--- config.mk ---
export PLATFORM = sky130hd
export DESIGN_NAME = serial_alu_flat
export DESIGN_NICKNAME = d
export VERILOG_FILES = /design/src/rtl/serial_alu_pkg.sv /design/src/rtl/serial_alu_if.sv /design/src/rtl/serial_alu_fa.sv /design/src/rtl/serial_alu.sv /design/src/flat_wrapper.sv
export SDC_FILE = /design/constraint.sdc
export NUM_CORES = 1
export LEC_CHECK = 0
export ABC_CLOCK_PERIOD_IN_PS = 2300
export CORE_AREA = 2 2 102 104
export DETAILED_ROUTE_END_ITERATION = 12
export DIE_AREA = 0 0 104 106
export GPL_ROUTABILITY_DRIVEN = 0
export PLACE_DENSITY_LB_ADDON = 0.25
export SLEW_MARGIN = 20
export SYNTH_ARGS = -nofsm -noshare
export SYNTH_HDL_FRONTEND = slang
export SYNTH_SLANG_ARGS = --single-unit
--- constraint.sdc ---
create_clock -name clk -period 2.3 [get_ports clk]
set_clock_uncertainty 0.05 [all_clocks]
set_input_delay 0.345 -clock clk [delete_from_list [all_inputs] [get_ports clk]]
set_output_delay 0.345 -clock clk [all_outputs]
set_load 0.1 [all_outputs]
--- src/rtl/serial_alu_pkg.sv ---
// Shared types and widths for the serial CPU execute stage.
package cpu_pkg;
  localparam int unsigned XLEN      = 16;
  localparam int unsigned REG_IDX_W = 3;

  typedef enum logic [2:0] {
    OP_ADD   = 3'd0,
    OP_SUB   = 3'd1,
    OP_AND   = 3'd2,
    OP_OR    = 3'd3,
    OP_XOR   = 3'd4,
    OP_PASSB = 3'd5,
    OP_SLT   = 3'd6,
    OP_SLTU  = 3'd7
  } alu_op_t;

  typedef enum logic [1:0] {IDLE, RUN, DONE} alu_state_t;

  // Ops that run through the adder as a+~b+1.
  function automatic logic op_inverts_b(alu_op_t op);
    return (op == OP_SUB) || (op == OP_SLT) || (op == OP_SLTU);
  endfunction
endpackage

--- src/rtl/serial_alu_if.sv ---
// Decode-to-ALU handshake and register-file write-back bundle.
interface serial_alu_if
  import cpu_pkg::*;
#(
  parameter int unsigned WIDTH = XLEN
) ();
  logic                 start;
  logic [2:0]           op;
  logic [WIDTH-1:0]     a;
  logic [WIDTH-1:0]     b;
  logic [REG_IDX_W-1:0] rd_in;
  logic                 ready;
  logic                 done;
  logic [WIDTH-1:0]     result;
  logic [REG_IDX_W-1:0] rd_out;
  logic                 carry;
  logic                 zero;

  modport master (
    output start, op, a, b, rd_in,
    input  ready, done, result, rd_out, carry, zero
  );

  modport slave (
    input  start, op, a, b, rd_in,
    output ready, done, result, rd_out, carry, zero
  );
endinterface

--- src/rtl/serial_alu_fa.sv ---
// One-bit full adder with a registered carry that can be preloaded.
module serial_fa (
  input  logic clk,
  input  logic rst,
  input  logic load,
  input  logic init,
  input  logic en,
  input  logic x,
  input  logic y,
  output logic sum,
  output logic cout,
  output logic c
);
  assign sum  = x ^ y ^ c;
  assign cout = (x & y) | (c & (x ^ y));

  always_ff @(posedge clk) begin
    if (rst) begin
      c <= 1'b0;
    end else if (load) begin
      c <= init;
    end else if (en) begin
      c <= cout;
    end
  end
endmodule

--- src/rtl/serial_alu.sv ---
// Bit-serial ALU: operands are consumed LSB-first, one bit per clock.
module serial_alu
  import cpu_pkg::*;
#(
  parameter int unsigned WIDTH = XLEN
) (
  input logic       clk,
  input logic       rst,
  serial_alu_if.slave bus
);
  localparam int unsigned    CW   = (WIDTH > 1) ? $clog2(WIDTH) : 1;
  localparam logic [CW-1:0]  LAST = CW'(WIDTH - 1);

  alu_state_t           state;
  alu_op_t              op_q;
  logic [WIDTH-1:0]     a_sh;
  logic [WIDTH-1:0]     b_sh;
  logic [WIDTH-2:0]     res_sh;
  logic [REG_IDX_W-1:0] rd_q;
  logic [CW-1:0]        cnt;

  logic fa_load, fa_init, fa_en, fa_y, fa_sum, fa_cout, fa_c;
  logic res_bit, lt;
  logic [WIDTH-1:0] last_res;
  logic [WIDTH-1:0] final_res;

  assign fa_load = (state == IDLE) && bus.start;
  assign fa_init = op_inverts_b(alu_op_t'(bus.op));
  assign fa_en   = (state == RUN);
  assign fa_y    = b_sh[0] ^ op_inverts_b(op_q);

  serial_fa u_fa (
    .clk  (clk),
    .rst  (rst),
    .load (fa_load),
    .init (fa_init),
    .en   (fa_en),
    .x    (a_sh[0]),
    .y    (fa_y),
    .sum  (fa_sum),
    .cout (fa_cout),
    .c    (fa_c)
  );

  always_comb begin
    res_bit = fa_sum;
    unique case (op_q)
      OP_AND:   res_bit = a_sh[0] & b_sh[0];
      OP_OR:    res_bit = a_sh[0] | b_sh[0];
      OP_XOR:   res_bit = a_sh[0] ^ b_sh[0];
      OP_PASSB: res_bit = b_sh[0];
      default:  res_bit = fa_sum;
    endcase
    last_res = {res_bit, res_sh};

    // On the MSB cycle fa_c is the carry into the sign bit, so the XOR with
    // the carry-out is the signed overflow flag.
    lt = (op_q == OP_SLTU) ? ~fa_cout : (fa_sum ^ (fa_c ^ fa_cout));

    final_res = last_res;
    if ((op_q == OP_SLT) || (op_q == OP_SLTU)) begin
      final_res    = '0;
      final_res[0] = lt;
    end
  end

  always_ff @(posedge clk) begin
    if (rst) begin
      state      <= IDLE;
      op_q       <= OP_ADD;
      a_sh       <= '0;
      b_sh       <= '0;
      res_sh     <= '0;
      rd_q       <= '0;
      cnt        <= '0;
      bus.ready  <= 1'b1;
      bus.done   <= 1'b0;
      bus.result <= '0;
      bus.rd_out <= '0;
      bus.carry  <= 1'b0;
      bus.zero   <= 1'b0;
    end else begin
      unique case (state)
        IDLE: begin
          bus.done <= 1'b0;
          if (bus.start) begin
            a_sh      <= bus.a;
            b_sh      <= bus.b;
            op_q      <= alu_op_t'(bus.op);
            rd_q      <= bus.rd_in;
            res_sh    <= '0;
            cnt       <= '0;
            bus.ready <= 1'b0;
            state     <= RUN;
          end
        end
        RUN: begin
          a_sh   <= a_sh >> 1;
          b_sh   <= b_sh >> 1;
          res_sh <= last_res[WIDTH-1:1];
          cnt    <= cnt + 1'b1;
          if (cnt == LAST) begin
            cnt        <= '0;
            state      <= DONE;
            bus.done   <= 1'b1;
            bus.result <= final_res;
            bus.rd_out <= rd_q;
            bus.carry  <= ((op_q == OP_ADD) || (op_q == OP_SUB)) ? fa_cout : 1'b0;
            bus.zero   <= (final_res == '0);
          end
        end
        DONE: begin
          bus.done  <= 1'b0;
          bus.ready <= 1'b1;
          state     <= IDLE;
        end
        default: begin
          state     <= IDLE;
          bus.ready <= 1'b1;
          bus.done  <= 1'b0;
        end
      endcase
    end
  end
endmodule

--- src/flat_wrapper.sv ---
// flat-port wrapper written by rule: the top's interface ports become plain ports
module serial_alu_flat import cpu_pkg::*;
#(
  parameter int unsigned WIDTH = XLEN
)
  (clk, rst, bus_start, bus_op, bus_a, bus_b, bus_rd_in, bus_ready, bus_done, bus_result, bus_rd_out, bus_carry, bus_zero);
  serial_alu_if #(.WIDTH(WIDTH)) bus_i ();
  input logic clk;
  input logic rst;
  input wire logic [$bits(bus_i.start)-1:0] bus_start;
  input wire logic [$bits(bus_i.op)-1:0] bus_op;
  input wire logic [$bits(bus_i.a)-1:0] bus_a;
  input wire logic [$bits(bus_i.b)-1:0] bus_b;
  input wire logic [$bits(bus_i.rd_in)-1:0] bus_rd_in;
  output wire logic [$bits(bus_i.ready)-1:0] bus_ready;
  output wire logic [$bits(bus_i.done)-1:0] bus_done;
  output wire logic [$bits(bus_i.result)-1:0] bus_result;
  output wire logic [$bits(bus_i.rd_out)-1:0] bus_rd_out;
  output wire logic [$bits(bus_i.carry)-1:0] bus_carry;
  output wire logic [$bits(bus_i.zero)-1:0] bus_zero;
  assign bus_i.start = bus_start;
  assign bus_i.op = bus_op;
  assign bus_i.a = bus_a;
  assign bus_i.b = bus_b;
  assign bus_i.rd_in = bus_rd_in;
  assign bus_ready = bus_i.ready;
  assign bus_done = bus_i.done;
  assign bus_result = bus_i.result;
  assign bus_rd_out = bus_i.rd_out;
  assign bus_carry = bus_i.carry;
  assign bus_zero = bus_i.zero;
  serial_alu #(.WIDTH(WIDTH)) u_core (.clk(clk), .rst(rst), .bus(bus_i));
endmodule
After elaboration in Yosys (flattened, before gate mapping):

Cells that the tools add are included.

* register bits: 83
* input bits: 41
* output and inout port bits: 23

* add/subtract/negate cells: 1
* equality and inequality tests: 14
* mux-type cells: 20
* bitwise logic cells: 13
* reduce and logical (&&, ||, !) cells: 18

Operator list (count)
* 16-bit case mux with 2 select lines: 2
* 16-bit 2-to-1 mux: 3
* 15-bit case mux with 2 select lines: 1
* 3-bit == test, second input constant: 6
* 16-bit logical NOT: 1
* 15-bit 2-to-1 mux: 1
* 2-bit AND reduction: 5
* 4-bit 2-to-1 mux: 2
* 4-bit case mux with 2 select lines: 1
* 3-bit by 1-bit == test with 1-bit output, second input constant: 2
* 3-bit by 2-bit == test with 1-bit output, second input constant: 2
* 1-bit logical OR: 6
* 1-bit XOR: 6
* 1-bit 2-to-1 mux: 5
* 4-bit by 1-bit adder with 4-bit output, second input constant: 1
* 4-bit == test, second input constant: 1
* 2-bit 2-to-1 mux: 2
* 2-bit inequality test, second input constant: 2
* 1-bit case mux with 4 select lines: 1
* 2-bit case mux with 2 select lines: 1
* 2-bit nonzero test: 2
* 1-bit AND: 3
* 3-bit logical NOT: 1
* 2-bit by 1-bit == test with 1-bit output, second input constant: 1
* other kinds (6): 8

Longest topological paths before layout:

* word-level depth: 12
* mapped depth: 8

Cells and area by module:

From an unflattened synthesis, not the netlist that was laid out.

* cells, all modules: 405
* area total of the unflattened synthesis: 3504.6 um^2

Modules (own cells, without submodules)
* serial_alu: times used 1, cells an instance 399, area an instance 3432.0 um^2, sequential area each 1641.6 um^2
* serial_fa: times used 1, cells an instance 6, area an instance 72.6 um^2, sequential area each 20.0 um^2

Worst setup path after synthesis:

OpenSTA, ideal clock, no wires.

* path kind: register to register
* start point: reg u_core.op_q[2]
* end point: reg u_core.res_sh[14]
* arrival time: 2.095 ns
* required time: 2.133 ns
* path slack: 0.038 ns
* stages on the path, launching flop included: 8
* cells stage by stage: dfxtp_1 > or2_2 > o21ai_0 > xnor2_1 > fa_1 > a21oi_1 > or3_1 > a22o_1

* cells in the longest elaborated chain, start to end: 8
* elaborated cells on any way between the ends: 14
* classes of those cells: 7 x eq/ne; 2 x mux; 3 x bitwise; 2 x reduce/logical

RTL lines
* from (decl): line serial_alu.sv:15 `alu_op_t op_q;`
* from (signal assigned): line serial_alu.sv:89 `op_q <= alu_op_t'(bus.op);`
* 3-bit by 1-bit == test with 1-bit output or 3-bit == test (tied branches): line serial_alu_pkg.sv:21 `return (op == OP_SUB) || (op == OP_SLT) || (op == OP_SLTU);`
* 1-bit logical OR (2 in a row): line serial_alu_pkg.sv:21
* 1-bit XOR: line serial_alu.sv:30 `assign fa_y = b_sh[0] ^ op_inverts_b(op_q);`
* 1-bit XOR (2 in a row): line serial_alu_fa.sv:14 `assign sum = x ^ y ^ c;`
* 1-bit case mux with 4 select lines (*): line serial_alu.sv:47 `unique case (op_q)`
* 15-bit case mux with 2 select lines (*): line serial_alu.sv:83 `unique case (state)`
* to (signal assigned): line serial_alu.sv:100 `res_sh <= last_res[WIDTH-1:1];`
* to (decl): line serial_alu.sv:18 `logic [WIDTH-2:0] res_sh;`

Mark *: on every way between the ends. The rest lies on a longest branch, timed or not.
A chain may end at the register's enable or synchronous reset.

Final worst setup path:

Same ends and word-level chain as after synthesis.

==> flow_summary.ini <==
[flow_run]
timing.max_cap.violations = 0

[route]
drtIter0Drc = 83
wire_per_inst_um = 12.4
firstDrtPassIters = 4
wl_mm = 7.36
vias = 2915
drcViolationCount = 0
ant_nets = 0
viasPerCell = 4.90

[sta]
finalSetupViolations = 0
tightest_slew_ps = 618
slew_headroom = 0.588
whs_ps = 404
finalCriticalPeriod_ps = 2220
fmax_ghz = 0.451
hold_viol_final = 0
period_share = 0.964
drv_slew = 0

[floorplanning]
die_x_um = 104
ioPinCount = 64
rows = 37
start_util = 0.340
fp.dieH_um = 106
fp.coreArea_um2 = 10000
dieArea_um2 = 11000

[finish]
fin_util = 0.432
nNetsFinal = 500
fin_cells = 595
diodes = 0
drive_gt1_frac = 0.142
area_delta_synth_final_pct = 27.0
final.fill_count = 1052
fin_area_um2 = 4320

[clock_network]
ctsHoldBuffers = 0
cts_tree = done
cts_buffers = 9
clockRootBuffer = clkbuf_8
cts.sinks = 83
clock_tree.buffer_depth = 2
cts_setup_buffers = 0
cts_max_level = 3
insertion_delay_ps = 360
clk_pin_slew_ps = 90

[setup_path]
regToRegStartpoint = u_core.op_q[2]
crit_path_end_kind = register
ff2ff_setup_slack_ps = 80
cp_data_required_time_ps = 2510
reg2reg_to = u_core.res_sh[14]
startpoint_type = register
critPathMaxFanout = 2
cp.arrival_ps = 2420
reg2regPathDepth = 7
crit_type = reg -> reg

[pwr]
irDropWorstVdd_uv = 299
netSwitchingPower_w = 0.000840
clkPwrFrac = 0.347
power.internal_w = 0.00211
cellPowerDensity_nw_per_um2 = 682
power_frac_seq = 0.524
power.leakage_nw = 1.68
p_total_w = 0.00295
sw_frac_of_total = 0.285
pwr-share-comb = 0.130

[synth]
syn_inst = 395
async_reset_ff_frac = 0
ys_types = 37
syn_nets = 441
synth_area_per_cell_um2 = 8.61
synth_area_leaders = dfxtp_1 49%, nand2_1 9.8%, a311oi_1 7.7%, nor2_1 5.4%, a22o_1 4.1%
yosysMostFrequentCell = nand2_1
synthesis.area_um2 = 3400
synth_warnings = 0
synth_common_cells = 89 x nand2_1, 83 x dfxtp_1, 49 x nor2_1
ys_ff_latch = 83
synth-edff-count = 0
netlist.top_cell.by_area = dfxtp_1
synth_top_flop_cell = dfxtp_1
synth_top_cell_area_share = 0.489
ys_seq_area_frac = 0.489

[worst_hold_path]
min_to = u_core.bus.result[11]
hold_path_class = reg -> reg
min_path_cells = 2
hp-start = u_core.bus.result[11]

[global_routing]
grt_start_max_net_pins = 51
grt_pass1_vias = 2597
antenna_found_initial = 0
grt.total_usage = 0.136
grt_pass1_wl_mm = 12.2
overflow = 0

[placement]
placedCellCount = 579
io_buffers = 63
placed_area_um2 = 4110
hpwl_mm = 4.96

[status]
status = finished, final reports clean
cell usage in the layout, fill, tap and decap left out, types with 4 or more instances in the layout:
cell	count
nor2_1	49
a311oi_1	30
dfxtp_1	83
mux2i_1	8
buf_4	36
a22o_1	16
nand3_1	16
clkbuf_8	9
nand2b_1	6
clkdlybuf4s50_1	39
inv_1	4
a21oi_1	25
nand2_1	89
metal layers:
layer / track usage / share of wire
met1: 0.175 / 0.48
met2: 0.219 / 0.45
met3: 0.0399 / 0.057
met4: 0.0463 / 0.013
met5: 0 / 0
final cells by class:
cell class | instances | area, µm² | share of cell area
sequential | 83 | 1660 | 0.385
inverter | 4 | 15.0 | 0.00348
clock inverter | 7 | 71.3 | 0.0165
timing repair buffer | 77 | 686 | 0.159
clock buffer | 9 | 124 | 0.0287
multi-input combinational | 279 | 1590 | 0.368
tap | 136 | 170 | 0.0394
cell families (layout without fill, tap and decap cells):
logic type / Yosys count / after routing / synth area share
XOR/XNOR: 1 / 1 / 0.00258
adder cells (fa/ha/maj): 5 / 5 / 0.0228
buffers and inverters: 33 / 97 / 0.0490
AO/OA/AOI/OAI: 85 / 85 / 0.186
AND/OR/NAND/NOR: 180 / 180 / 0.227
flip-flops: 83 / 83 / 0.489
multiplexers: 8 / 8 / 0.0236
sequential cells by signal (all words and copies together) (netlist names):
| signal | cells |
|---|---|
| u_core.op_q | 3 |
| u_core.cnt | 4 |
| u_core.res_sh | 15 |
| u_core.bus.ready | 1 |
| u_core.bus.done | 1 |
| u_core.state | 2 |
| u_core.bus.rd_out | 3 |
| u_core.rd_q | 3 |
| u_core.bus.result | 16 |
| u_core.bus.zero | 1 |
| u_core.b_sh | 16 |
| u_core.u_fa.c | 1 |
| u_core.a_sh | 16 |
| u_core.bus.carry | 1 |
power by group through the flow:
stage          clock network, W  registers, W  logic [W]
6_report                0.00102       0.00154   0.000382
5_1_grt                 0.00112       0.00155   0.000429
3_5_place_dp                  0       0.00158   0.000383
3_3_place_gp                  0       0.00157   0.000375
4_1_cts                 0.00105       0.00154   0.000383
2_1_floorplan                 0       0.00158   0.000235
stage by stage:
stage,TNS (ps),setup WS [ps]
after CTS,0,1.64
final,0,83.8
after floorplan,0,38.0
after detailed placement,0,10.9
after global placement,0,66.0
after global routing,-2.53,-2.53
critical path: stages, from the launching register on:
cell and delay, ps:
dfxtp_1 320, or2_2 320, o21ai_2 170, xnor2_2 100, fa_1 540, a21oi_1 40, or3_1 370, a22o_1 230
how the worst max path moves through the flow:
stage	start	end	slack (ps)	depth (start not counted)
6_report	u_core.op_q[2]	u_core.res_sh[14]	80	7
5_1_grt	u_core.op_q[2]	u_core.res_sh[14]	-3	7
4_1_cts	u_core.op_q[2]	u_core.res_sh[14]	2	7
3_5_place_dp	u_core.op_q[2]	u_core.res_sh[14]	10	7
3_3_place_gp	u_core.op_q[2]	u_core.res_sh[14]	70	7
2_1_floorplan	u_core.op_q[2]	u_core.res_sh[14]	40	7
timing repair:
item / in CTS / in global routing
resized for setup: 0 / 3
hold endpoints to repair: 0 / 0
setup endpoints to repair: 0 / 1
No activity file was read; power rests on OpenSTA's default activity.
